`config.mk`:
```
export PLATFORM = sky130hd
export DESIGN_NAME = xor128_stream
export DESIGN_NICKNAME = d
export VERILOG_FILES = /design/src/rtl/xor128_stream_pkg.sv /design/src/rtl/xor128_step.sv /design/src/rtl/xor128_stream.sv
export SDC_FILE = /design/constraint.sdc
export NUM_CORES = 2
export LEC_CHECK = 0
export ABC_AREA = 0
export CAP_MARGIN = 20
export CORE_AREA = 2 2 520 522
export CTS_CLUSTER_DIAMETER = 200
export DETAILED_ROUTE_END_ITERATION = 8
export DIE_AREA = 0 0 522 524
export SLEW_MARGIN = 20
export SYNTH_ARGS = -nofsm -noshare
export SYNTH_HDL_FRONTEND = slang
export SYNTH_SLANG_ARGS = --single-unit
```
`constraint.sdc`:
```
create_clock -name iClk -period 26.2 [get_ports iClk]
set_clock_uncertainty 0.2 [all_clocks]
set_input_delay 2.62 -clock iClk [delete_from_list [all_inputs] [get_ports iClk]]
set_output_delay 2.62 -clock iClk [all_outputs]
set_load 0.01 [all_outputs]
```
`src/rtl/xor128_stream_pkg.sv`:
```
// Shared constants for the xorshift128 generator bank: fallback seed words,
// step shift amounts and the controller state encoding.
package xor128_stream_pkg;

    localparam logic [31:0] DEF_SEED0 = 32'd123456789;
    localparam logic [31:0] DEF_SEED1 = 32'd362436069;
    localparam logic [31:0] DEF_SEED2 = 32'd521288629;
    localparam logic [31:0] DEF_SEED3 = 32'd88675123;

    localparam int unsigned SHIFT_X = 11;
    localparam int unsigned SHIFT_W = 19;
    localparam int unsigned SHIFT_T = 8;

    typedef enum logic [1:0] {
        ST_IDLE  = 2'd0,
        ST_PRIME = 2'd1,
        ST_RUN   = 2'd2
    } state_t;

endpackage

```
`src/rtl/xor128_step.sv`:
```
// One combinational xorshift128 step for a single lane.
// The new w word is also the lane's output word.
module xor128_step
    import xor128_stream_pkg::*;
(
    input  logic [31:0] x,
    input  logic [31:0] y,
    input  logic [31:0] z,
    input  logic [31:0] w,
    output logic [31:0] x_next,
    output logic [31:0] y_next,
    output logic [31:0] z_next,
    output logic [31:0] w_next
);

    logic [31:0] t;

    always_comb begin
        t      = x ^ (x << SHIFT_X);
        x_next = y;
        y_next = z;
        z_next = w;
        w_next = (w ^ (w >> SHIFT_W)) ^ (t ^ (t >> SHIFT_T));
    end

endmodule

```
`src/rtl/xor128_stream.sv`:
```
// Bank of LANES xorshift128 generators behind a valid/ready stream.
// A load re-seeds every lane, primes one step, then each handshake advances all lanes.
module xor128_stream
    import xor128_stream_pkg::*;
#(
    parameter int          LANES = 8,
    parameter logic [31:0] SEED0 = DEF_SEED0,
    parameter logic [31:0] SEED1 = DEF_SEED1,
    parameter logic [31:0] SEED2 = DEF_SEED2,
    parameter logic [31:0] SEED3 = DEF_SEED3
) (
    input  logic                  iClk,
    input  logic                  iRst,
    input  logic [LANES*128-1:0]  iSeed,
    input  logic                  iLoad,
    output logic [LANES*32-1:0]   oData,
    output logic                  oValid,
    input  logic                  iReady,
    output logic                  oSeedErr,
    output logic [31:0]           oCount
);

    localparam logic [127:0] FALLBACK = {SEED3, SEED2, SEED1, SEED0};

    state_t              state;
    logic [127:0]        lane_q    [LANES];
    logic [127:0]        lane_nxt  [LANES];
    logic [127:0]        seed_fix  [LANES];
    logic [LANES-1:0]    seed_zero;
    logic [LANES*32-1:0] data_nxt;

    for (genvar g = 0; g < LANES; g++) begin : g_lane
        logic [31:0] xn, yn, zn, wn;

        xor128_step u_step (
            .x      (lane_q[g][31:0]),
            .y      (lane_q[g][63:32]),
            .z      (lane_q[g][95:64]),
            .w      (lane_q[g][127:96]),
            .x_next (xn),
            .y_next (yn),
            .z_next (zn),
            .w_next (wn)
        );

        assign lane_nxt[g]          = {wn, zn, yn, xn};
        assign data_nxt[g*32 +: 32] = wn;
        // An all-zero state would lock the generator at zero forever.
        assign seed_zero[g] = (iSeed[g*128 +: 128] == 128'd0);
        assign seed_fix[g]  = seed_zero[g] ? FALLBACK : iSeed[g*128 +: 128];
    end

    always_ff @(posedge iClk) begin
        if (iRst) begin
            state    <= ST_IDLE;
            oValid   <= 1'b0;
            oData    <= '0;
            oCount   <= '0;
            oSeedErr <= 1'b0;
            for (int l = 0; l < LANES; l++) lane_q[l] <= '0;
        end else if (iLoad) begin
            // Load outranks any handshake in the same cycle.
            for (int l = 0; l < LANES; l++) lane_q[l] <= seed_fix[l];
            oSeedErr <= oSeedErr | (|seed_zero);
            oCount   <= '0;
            oValid   <= 1'b0;
            state    <= ST_PRIME;
        end else begin
            case (state)
                ST_PRIME: begin
                    for (int l = 0; l < LANES; l++) lane_q[l] <= lane_nxt[l];
                    oData  <= data_nxt;
                    oValid <= 1'b1;
                    state  <= ST_RUN;
                end
                ST_RUN: begin
                    if (iReady) begin
                        for (int l = 0; l < LANES; l++) lane_q[l] <= lane_nxt[l];
                        oData  <= data_nxt;
                        oCount <= oCount + 32'd1;
                    end
                end
                default: state <= ST_IDLE;
            endcase
        end
    end

endmodule

```
==> results.md <==
* Status: finished, final reports clean
* Share of cells above drive strength 1 at 4.889%
* CP endpoint kind: flip-flop
* Ports at 1,318
* MaxCap Viol Count at 0
* Pin count of the biggest net entering global routing at 222
* Root buf cell: clkbuf_16
* 1st-pass router iterations at 6
* Post-DRT Antenna Nets at 0
* CTS tree: yes
* GRT Overall Usage at 24.50%
* Top cells by area, synth: edfxtp_1, dfxtp_1, xnor2_1
* Synth Warn # at 0
* Max incr delay on CP at 0.95 ns
* Max-slew headroom at 25.25%
* Final Power at 0.006171 W
* Synth unique cells at 37
* Port Buf Inserts at 1,317
* Place WS at 18.35 ns
* Number of global-route vias before repair at 52.67k
* Worst-path clk slew at 0.05 ns
* Synth Instances at 5,720
* Antenna violations before repair at 174
* Starting Density at 23.05%
* Crit Path Max Fanout at 96
* Crit path arrival time at 7.58 ns
* Register Area at 36,600 µm²
* Syn avg cell area at 10.78 µm²
* Setup_tns at 0 ns
* Count leader, synth: edfxtp_1
* FILL cells at 27.38k
* Post-synth top area cell: edfxtp_1
* Hold Buf Count CTS at 0
* Cts bufs inserted at 161
* Wire length per cell at 32.79 µm
* Hold Fails Final Rpt at 0
* Synth cell count leaders: edfxtp_1, nand2_1, o21ai_0, xnor2_1, nor2_1
* Post-cts resize count at 0
* Part of the Yosys area used for sequential elements at 59.36%
* Crit-path cells: clkdlybuf4s50_1 -> or2_1 -> buf_4 -> nor2_4 -> buf_4 -> buf_4 -> buf_4 -> a22o_1
* Hpwl dp at 277,000 µm
* Synthesized area at 61,650 µm²
* Worst Path Class, Setup: input pin to flip-flop
* First-pass GRT wire length at 460,500 µm
* Grt ovf at 0
* Die area at 273,500 µm²
* Minimum clock period at 7.119 ns
* Min-Delay Path Class: flip-flop to flip-flop
* Final WS setup at 19.08 ns
* Max Clk Rate at 0.1405 GHz
* # Post-CTS Setup Buffers at 0
* CTS H-Tree Depth at 4
* Setup violators final at 0
* Number of synthesized flops with an enable pin at 1,024
* Tcrit/Tclk final at 27.17%
* Slowest-stage cell, CP: buf_4
* Setup crit start kind: input pin
* Share of the synthesized area in the top cell type at 49.88%
* DRT iter0 DRCs at 6,420
* Max clock buf depth at 3
* Via count at 53.93k
* DIE WIDTH at 522 µm
* Routability Congestion at 0.9970
* Slew @ Worst Pin at 1.121 ns
* VDD IR-drop max at 0.07016 mV
* Lkg Pwr at 30.69 nW
* DRC at 0
* Area Growth Syn to Fin at 36.51%
* CP Buf/Inv Count at 5
* Placeable Area at 267,400 µm²
* Worst skew pair latency at 0.83 ns
* Main synth FF type: edfxtp_1
* Most used cell along the critical path: buf_4
* Syn_nets at 6,751
* CP delay by family, top: buffers and inverters
* CP required at 26.66 ns
* Register bit total from synthesis at 1,316
* Final wirelength at 349,100 µm
* Asr flop ratio synth at 0%
* Multi-input gate area at 23,560 µm²
* Die height at 524 µm
* Power per cell area at 73.32 nW/µm²
* Vias/cell at 5.065
* RSZ-0062 raised after global routing: no
* Final Max Slew Viols at 0
* Row count at 190
* Final nets at 7,908
* CTS Sinks at 1,316
## stage by stage
| stage | hold slack, ns | cells | utilization (%) | area [µm²] |
|---|---|---|---|---|
| 6_report | 0.2693 | 10647 | 31.47 | 84160 |
| 5_1_grt | 0.2905 | 10634 | 31.46 | 84130 |
| 4_1_cts | 0.2711 | 10568 | 31.40 | 83960 |
| 3_5_place_dp | 0.2596 | 10266 | 29.28 | 78310 |
| 3_3_place_gp | 0.2537 | 10266 | 29.28 | 78310 |
| 2_1_floorplan | 0.2798 | 5720 | - | 61650 |
## cell type report
cell class	count	area share [%]
clock buffers	214	5.371
multi-input cells	4015	27.99
well taps	3552	5.281
inverters	5	0.02230
clock inverters	88	1.347
repair buffers	1378	16.27
diodes	79	0.2349
flip-flops and latches	1316	43.48
## placed cells by master (no fill, tap or decap), types with 12 or more instances in the layout
master / instances
a211oi_1: 40
a21oi_1: 225
a22o_1: 379
a22oi_1: 32
buf_4: 57
bufinv_16: 16
clkbuf_1: 31
clkbuf_16: 168
clkbuf_8: 14
clkdlybuf4s50_1: 1316
clkinv_1: 16
clkinv_2: 23
dfxtp_1: 292
diode_2: 79
edfxtp_1: 1024
nand2_1: 832
nand4_1: 70
nor2_1: 501
nor2_4: 12
nor4_1: 256
o21ai_0: 832
o21ai_1: 20
or4_1: 15
xnor2_1: 583
xor2_1: 174
## tightest hold or removal path: stages (launching register included)
cell and delay [ns]:
dfxtp_1 0.31, nand2_1 0.05, a21oi_1 0.06
## cell families (layout without fill, tap and decap cells)
kind of cell,Yosys count,after routing,share of synthesized area [%]
and+or+nand+nor,1723,1723,12.15
AOI/OAI and AO/OA,1531,1531,15.03
other,0,79,0
muxes,1,1,0.01624
buffers and inverters,389,1685,2.630
DFF,1316,1316,59.36
adders and majority gates,3,3,0.06089
xor gates and xnor gates,757,757,10.75
## sequential cells by signal (all words and copies together), names as in the netlist
signal / count
lane_q: 1024
oCount: 32
oData: 256
oSeedErr: 1
oValid: 1
state: 2
## worst paths after layout
path                           start                      end  slack (ns)  cells past startpoint
min          oData[254]$_SDFFE_PP0P_  oData[254]$_SDFFE_PP0P_        0.27                      2
min reg2reg  oData[254]$_SDFFE_PP0P_  oData[254]$_SDFFE_PP0P_        0.27                      2
max reg2reg    state[0]$_SDFFE_PP0P_  lane_q[0][87]$_DFFE_PP_       21.00                      8
max                            iLoad  lane_q[0][87]$_DFFE_PP_       19.08                      8
## power breakdown
part	switching, W	internal, W
logic	0.000698	0.000467
registers	0.000143	0.00246
clock network	0.00101	0.00139
## metal layers
layer	vias up	part of all wire [%]	GRT usage, %
met2	3224	47	39.19
met4	42	5.8	14.86
li1	23208	-	-
met5	-	0.077	0
met1	26793	38	29.37
met3	661	9.4	6.578
Power figures use the tool's default switching activity.
